## src/rtl/hor_sync_gen_pkg.sv

```systemverilog
// Shared VGA timing constants and horizontal state encoding.
package hor_sync_gen_pkg;

    localparam int H_SYNC      = 384;
    localparam int H_BP        = 192;
    localparam int H_DISP      = 2560;
    localparam int H_FP        = 64;
    localparam int CLK_PER_PIX = 4;
    localparam int H_TOTAL     = H_SYNC + H_BP + H_DISP + H_FP;
    localparam int DISP_START  = H_SYNC + H_BP;
    localparam int DISP_END    = H_SYNC + H_BP + H_DISP - 1;

    localparam int H_CNT_W     = 12;
    localparam int PIX_COL_W   = 10;

    typedef enum logic [1:0] {
        SYNC        = 2'd0,
        BACK_PORCH  = 2'd1,
        DISPLAY     = 2'd2,
        FRONT_PORCH = 2'd3
    } h_state_t;

endpackage

```

## src/rtl/wrap_counter.sv

```systemverilog
// Free-running modulo counter with terminal count and look-ahead next value.
module wrap_counter #(
    parameter int WIDTH   = 12,
    parameter int MODULUS = 3200
) (
    input  logic             clk,
    input  logic             reset_n,
    output logic [WIDTH-1:0] count,
    output logic [WIDTH-1:0] count_next,
    output logic             tc
);

    localparam logic [WIDTH-1:0] LAST = WIDTH'(MODULUS - 1);

    if (MODULUS < 2 || MODULUS > (1 << WIDTH)) begin : g_bad_modulus
        $error("wrap_counter: MODULUS does not fit WIDTH");
    end

    assign tc         = (count == LAST);
    assign count_next = tc ? '0 : count + 1'b1;

    // Count register; wraps to zero after the terminal value.
    always_ff @(posedge clk or negedge reset_n) begin
        if (!reset_n) begin
            count <= '0;
        end else begin
            count <= count_next;
        end
    end

endmodule

```

## src/rtl/hor_sync_gen.sv

```systemverilog
// Horizontal VGA timing: position counter, hsync, display window and pixel strobes.
// All flags are registered from the decoded next count so they line up with H_count.
//
// state       | meaning
// SYNC        | hsync low, H_count 0 .. H_SYNC-1
// BACK_PORCH  | blanking after sync
// DISPLAY     | active video, pixel strobes running
// FRONT_PORCH | blanking before the next sync
module hor_sync_gen
    import hor_sync_gen_pkg::*;
#(
    parameter int H_SYNC      = hor_sync_gen_pkg::H_SYNC,
    parameter int H_BP        = hor_sync_gen_pkg::H_BP,
    parameter int H_DISP      = hor_sync_gen_pkg::H_DISP,
    parameter int H_FP        = hor_sync_gen_pkg::H_FP,
    parameter int CLK_PER_PIX = hor_sync_gen_pkg::CLK_PER_PIX
) (
    input  logic       clk,
    input  logic       reset_n,
    output logic [11:0] H_count,
    output logic       hsync,
    output logic       h_display,
    output logic [9:0] pix_col,
    output logic       pix_tick,
    output logic       line_end
);

    localparam int TOTAL = H_SYNC + H_BP + H_DISP + H_FP;
    localparam int SUB_W = $clog2(CLK_PER_PIX);

    localparam logic [11:0] SYNC_END_C  = 12'(H_SYNC);
    localparam logic [11:0] D_START_C   = 12'(H_SYNC + H_BP);
    localparam logic [11:0] D_END_P1_C  = 12'(H_SYNC + H_BP + H_DISP);
    localparam logic [11:0] LAST_C      = 12'(TOTAL - 1);
    localparam logic [SUB_W-1:0] SUB_LAST = SUB_W'(CLK_PER_PIX - 1);

    if (TOTAL > 4095) begin : g_bad_total
        $error("hor_sync_gen: H_TOTAL exceeds 4095");
    end
    if ((H_DISP % CLK_PER_PIX) != 0) begin : g_bad_disp
        $error("hor_sync_gen: H_DISP not a multiple of CLK_PER_PIX");
    end
    // The pixel sub-counter relies on natural binary wrap.
    if (CLK_PER_PIX < 2 || (1 << SUB_W) != CLK_PER_PIX) begin : g_bad_cpp
        $error("hor_sync_gen: CLK_PER_PIX must be a power of two >= 2");
    end

    h_state_t         state;
    h_state_t         state_nxt;
    logic [11:0]      h_cnt_nxt;
    logic             h_tc;
    logic [SUB_W-1:0] sub_cnt;
    logic [SUB_W-1:0] sub_nxt;
    logic [9:0]       pix_col_nxt;

    wrap_counter #(
        .WIDTH   (12),
        .MODULUS (TOTAL)
    ) u_h_cnt (
        .clk        (clk),
        .reset_n    (reset_n),
        .count      (H_count),
        .count_next (h_cnt_nxt),
        .tc         (h_tc)
    );

    // State register.
    always_ff @(posedge clk or negedge reset_n) begin
        if (!reset_n) begin
            state <= SYNC;
        end else begin
            state <= state_nxt;
        end
    end

    // Next state from the count value about to be loaded.
    always_comb begin
        state_nxt = state;
        case (state)
            SYNC:        if (h_cnt_nxt == SYNC_END_C) state_nxt = BACK_PORCH;
            BACK_PORCH:  if (h_cnt_nxt == D_START_C)  state_nxt = DISPLAY;
            DISPLAY:     if (h_cnt_nxt == D_END_P1_C) state_nxt = FRONT_PORCH;
            FRONT_PORCH: if (h_tc)                    state_nxt = SYNC;
            default:     state_nxt = SYNC;
        endcase
    end

    // Pixel phase and column; both restart on entry to the display window.
    always_comb begin
        sub_nxt     = '0;
        pix_col_nxt = '0;
        if (state_nxt == DISPLAY && state == DISPLAY) begin
            sub_nxt     = sub_cnt + 1'b1;
            pix_col_nxt = pix_tick ? pix_col + 1'b1 : pix_col;
        end
    end

    // Registered outputs, aligned with the count value they describe.
    always_ff @(posedge clk or negedge reset_n) begin
        if (!reset_n) begin
            sub_cnt   <= '0;
            hsync     <= 1'b0;
            h_display <= 1'b0;
            pix_col   <= '0;
            pix_tick  <= 1'b0;
            line_end  <= 1'b0;
        end else begin
            sub_cnt   <= sub_nxt;
            hsync     <= (state_nxt != SYNC);
            h_display <= (state_nxt == DISPLAY);
            pix_col   <= pix_col_nxt;
            pix_tick  <= (state_nxt == DISPLAY) && (sub_nxt == SUB_LAST);
            line_end  <= (h_cnt_nxt == LAST_C);
        end
    end

endmodule
```

## config.mk

```make
export PLATFORM = sky130hd
export DESIGN_NAME = hor_sync_gen
export DESIGN_NICKNAME = d
export VERILOG_FILES = /design/src/rtl/hor_sync_gen_pkg.sv /design/src/rtl/wrap_counter.sv /design/src/rtl/hor_sync_gen.sv
export SDC_FILE = /design/constraint.sdc
export NUM_CORES = 1
export LEC_CHECK = 0
export ABC_AREA = 0
export BUFFER_PORTS_ARGS = -buffer_cell sky130_fd_sc_hd__buf_4
export CORE_UTILIZATION = 56
export CTS_CLUSTER_SIZE = 28
export DETAILED_ROUTE_END_ITERATION = 16
export GPL_TIMING_DRIVEN = 0
export PLACE_DENSITY = 0.83
export REMOVE_ABC_BUFFERS = 1
export SYNTH_ARGS = -nofsm -noshare
export SYNTH_HDL_FRONTEND = slang
export SYNTH_SLANG_ARGS = --single-unit
```

## constraint.sdc

```tcl
create_clock -name clk -period 3.37 [get_ports clk]
set_clock_uncertainty 0.05 [all_clocks]
set_input_delay 0.5055 -clock clk [delete_from_list [all_inputs] [get_ports clk]]
set_output_delay 0.5055 -clock clk [all_outputs]
set_load 0.01 [all_outputs]
```

-- After elaboration in Yosys (flattened, before gate mapping)
Cells that the tools add are included.
W data, S select, Z words.
- $add $sub $neg: 3
- equal/unequal tests: 11
- mux-type cells: 9
- reductions and logical operators: 4
- operator list (kind ; count):
    $eq A12 B12 Y1 const B ; 3
    $mux W10 ; 2
    $add A12 B1 Y12 const B ; 1
    $eq A12 B10 Y1 const B ; 1
    $eq A12 B9 Y1 const B ; 1
    $mux W12 ; 1
    $add A10 B1 Y10 const B ; 1
    $mux W2 ; 5
    $eq A2 B2 Y1 const B ; 4
    $pmux W2 S4 ; 1
    $add A2 B1 Y2 const B ; 1
    $eq A2 B1 Y1 const B ; 1
    $logic_and A1 B1 Y1 ; 2
    $logic_not A2 Y1 ; 1
    $ne A2 B2 Y1 const B ; 1
    $reduce_bool A2 Y1 ; 1
- flip-flop bits (word level): 30
- input bits: 2
- word-level logic and storage cells: 35

-- Depth between registers and ports, before layout
- depth after elaboration: 10
- depth in mapped cells: 9
- mapped depth without buffers: 7

-- Hierarchy
Synthesis repeated with hierarchy kept, for this count alone.
- cells, all modules: 133
- area total of the unflattened synthesis: 1410.1 um^2
- modules (own cells, without submodules) (module ; instances ; cells each ; area an instance (um^2)):
    hor_sync_gen ; 1 ; 81 ; 862.1
    wrap_counter ; 1 ; 52 ; 548.0

-- Least setup slack after synthesis
Ideal clock, no wire load.
- kind: flip-flop to flip-flop
- from: register u_h_cnt.count[8]
- to: register h_display
- arrival: 2447 ps
- data required time: 3242 ps
- slack: 795 ps
- stages on the path, launching flop included: 8
- path buffers: 1
- path through: dfrtp_1 buf_2 or4b_4 nor4_4 o2111ai_2 or4_1 or3_1 a21boi_1
- cells in the longest elaborated chain, start to end: 6
- ends and longest elaborated chain (element ; line ; text):
    from (decl) ; wrap_counter.sv:8 ; output logic [WIDTH-1:0] count,
    from (signal assigned) ; wrap_counter.sv:27 ; count <= count_next;
    $add A12 B1 Y12 or $eq A12 B12 Y1 (tied branches) ; wrap_counter.sv:20, wrap_counter.sv:19 ;
    $mux W12 ; wrap_counter.sv:20 ; assign count_next = tc ? '0 : count + 1'b1;
    $eq A12 B12 Y1 (tied with other cells) ; hor_sync_gen.sv:82 ; DISPLAY: if (h_cnt_nxt == D_END_P1_C) state_nxt = FRONT_PORCH;
    $mux W2 (on tied branches) ; hor_sync_gen.sv:82, hor_sync_gen.sv:80, hor_sync_gen.sv:81 ;
    $pmux W2 S4 (*) ; hor_sync_gen.sv:79 ; case (state)
    $eq A2 B2 Y1 (*) ; hor_sync_gen.sv:110 ; h_display <= (state_nxt == DISPLAY);
    to (signal assigned) ; hor_sync_gen.sv:110 ;
    to (decl) ; hor_sync_gen.sv:22 ; output logic h_display,
Mark *: on every way between the ends. The rest lies on a longest branch, timed or not.
A chain may end at the register's enable or synchronous reset.

-- Worst setup path in the final report
- from: register u_h_cnt.count[0]
- to: register h_display
The elaborated chain is that of the path after synthesis.

==> key figures <==
Drt
  – 1st-iter DRT viols: between 60 and 70
  – Residual DRC: 1
  – Routed via count: 1,534
  – DRT Pass-1 Iters: 10
  – Wire length per cell: between 15 and 20 um
  – Post-route ant nets: 0
  – DR vias/cell: roughly 6.3
  – WL final: 3900 um

Power
  – Power share of the combinational group: between 1 and 1.5%
  – VDD IR-drop max: roughly 0.22 mV
  – Power, Total: about 0.00066 W
  – PD cells: 324 nW/um^2
  – Internal: between 0.0005 and 0.0006 W
  – Psw: around 0.00014 W
  – Pleak: 0.926 nW
  – Sw Ratio: a little over a fifth
  – Flop pwr share: 54.6%
  – Clock power frac: 44.3%

GRT
  – Largest net degree at the start of global routing: 31
  – Global route total overflow: 0
  – Top Usage Layer GRT: met2
  – Met1 usage: a little over a third
  – M3 GR Usage: ~6.3%
  – First-pass GRT wire length: a little under 7000 um
  – GRT Overall Usage: between 20 and 30%
  – Met2 global-route usage: between 40% and 50%
  – Vias in the first global route: about 1.5k
  – Initial antenna violation count: 0

Run status
  – Status: complete, but fails checks
  – Failing checks: design-rule violations

Floorplan
  – Initial Util: between 60 and 70%
  – I/O pin total: 28
  – Die width: slightly below 60 um
  – Cell row count: 19
  – Die area: 3350 sq um
  – Core Box Area: 2850 sq um
  – Die Ht: just under 60 um

Worst setup path
  – CP Max Fanout: 11
  – Crit. End Element: register
  – Worst EP arrival: ~3.3 ns
  – Worst setup path class: reg -> reg
  – CP required: 3.58 ns
  – CP startpoint kind: register

CTS
  – # clock sinks: 30
  – Clock root cell: clkbuf_4
  – TritonCTS clock tree: built
  – H-tree lvl count: 2
  – CTS buffer count: 5
  – Clock tree buffer depth: 2
  – Clk_lat worst skew: approximately 0.35 ns
  – CTS clk-pin slew, worst paths: 0.11 ns
  – CTS Hold Buffers Added: 0

Synthesis
  – Top post-synthesis cells by area: dfrtp_1, xor2_1, nor2_1
  – Top FF cell, synth: dfrtp_1
  – Synth area leader: dfrtp_1
  – Synth cell count leaders: dfrtp_1, nor2_1, nand2_1
  – Seq/Total Area, Yosys: roughly 43%
  – Top-count cell post-synth: dfrtp_1
  – Yosys cell types: 44
  – Cell area after synthesis: ~1700 sq um
  – Post-Syn Area per Cell: between 9 and 10 sq um
  – EDFF count, synth: 0
  – Async set-or-reset flop fraction in the synthesized netlist: between 90% and 100%
  – Warnings, synthesis: 0
  – Yosys top cell area share: a little over two fifths
  – Gate Count Post-Synth: around 190
  – #FFs+latches synth: 30

STA
  – Worst-Margin Slew: about 0.50 ns
  – Minimum clock period: between 3 and 4 ns
  – Final Hold Violating Endpoints: 0
  – Max Freq: ~0.33 GHz
  – RSZ-0062 raised after global routing: no
  – Hold Slack: ~0.015 ns
  – # setup viols final: 0
  – Slew Limit Fails: 0
  – Final period utilization: 91.3%
  – Headroom to the max-slew limit: 66.9%

Final layout
  – Layout Area Growth over Synthesis: 16.1%
  – Final #Nets: between 200 and 250
  – Layout cell share with drive strength beyond 1: about a fifth
  – Ant diodes: 0
  – Fin util: a little under three quarters
  – Filler cells: around 220

Place
  – Placer congestion estimate: between 0.8 and 0.9
  – Post-DP HPWL: about 2700 um
  – Port Buffers: 27

Flow run
  – MaxCap Viol Count: 0

Worst hold path
  – Worst Hold Class: in -> async
[area by class of cell]
cell class,instances,area (sq um),share of cell area (%)
inverters,9,33.8,1.66
repair buffers,29,215,10.6
flip-flops and latches,30,751,37.0
multi-input cells,138,912,44.9
clock buffers,6,41.3,2.03
well taps,31,38.8,1.91
clock inverters,2,37.5,1.85
[worst paths after layout]
check / slack [ns] / startpoint / cells after the start / to
min in group clk: 0.43 / sub_cnt[0] / 1 / sub_cnt[0]
max reg2reg: 0.29 / u_h_cnt.count[0] / 7 / h_display
min: 0.02 / reset_n / 1 / state[0]
max in group asynchronous: 2.97 / reset_n / 1 / pix_tick
min reg2reg: 0.43 / sub_cnt[0] / 1 / sub_cnt[0]
max: 0.29 / u_h_cnt.count[0] / 7 / h_display
[worst max-delay path, stage by stage, from the launching register on]
cell and delay, ns:
dfrtp_1 0.55, ha_2 0.39, nand4_1 0.25, nor4_4 0.50, o2111ai_2 0.27, or4_1 0.46
or3_1 0.34, a21boi_1 0.17
[metal layers]
metal / part of all wire, % / up-vias / routed length [um]
li1: - / 725 / -
met4: 1.6 / 0 / 61
met2: 50 / 47 / 1930
met5: 0 / - / 0
met3: 6.4 / 7 / 250
met1: 42 / 755 / 1660
[kinds of logic (layout without fill, tap and decap cells)]
family / after synthesis / after routing / share of synthesized area, %
adders and majority gates: 3 / 3 / 2.15
and+or+nand+nor: 84 / 84 / 26.6
DFF: 30 / 30 / 42.9
AOI/OAI and AO/OA: 31 / 31 / 12.8
buffers and inverters: 23 / 46 / 5.44
muxes: 1 / 1 / 0.573
xor gates and xnor gates: 19 / 19 / 9.52
[per-stage QoR]
stage | cell area [sq um] | setup WS, ns | std cells | TNS (ns)
after floorplan | 1690 | 0.278 | 177 | 0
after global placement | 1930 | -0.473 | 235 | -5.83
after detailed placement | 1930 | -0.275 | 236 | -2.33
after CTS | 2030 | 0.204 | 245 | 0
after global routing | 2030 | 0.108 | 245 | 0
final | 2030 | 0.294 | 245 | 0
[power by group through the flow]
stage               combinational (W)  clock, W  sequential [W]
finish                     0.00000736  0.000291        0.000360
global route               0.00000878  0.000309        0.000360
CTS                        0.00000785  0.000295        0.000360
detailed placement         0.00000789         0        0.000367
global placement           0.00000766         0        0.000367
floorplan              0.000000000335         0        0.000367
[state kept, by name, indices dropped and copies added (netlist names)]
name / cells
u_h_cnt.count: 12
pix_col: 10
state: 2
sub_cnt: 2
h_display: 1
hsync: 1
line_end: 1
pix_tick: 1
[placed cells by master, fill, tap and decap left out, types with 2 or more instances in the layout]
cell and count:
dfrtp_1 30, buf_4 28, nor2_1 20, nand2_1 14, xor2_1 12, inv_1 9, nand4_1 9, o21ai_0 9
nand3_1 8, and3_1 8, xnor2_1 7, clkbuf_4 5, nand2b_1 4, nor3_1 4, or4_1 4, nor4_1 4
a21oi_1 4, o41ai_1 2, nand4b_1 2, o21bai_1 2, nor3b_1 2, ha_1 2
[repair_timing]
action	in CTS	in global routing
buffers inserted	1	0
gates resized for setup	1	1
pin swaps	1	0
endpoints found under the hold margin	0	0
endpoints found under the setup margin	14	8
No activity file was read; power rests on OpenSTA's default activity.
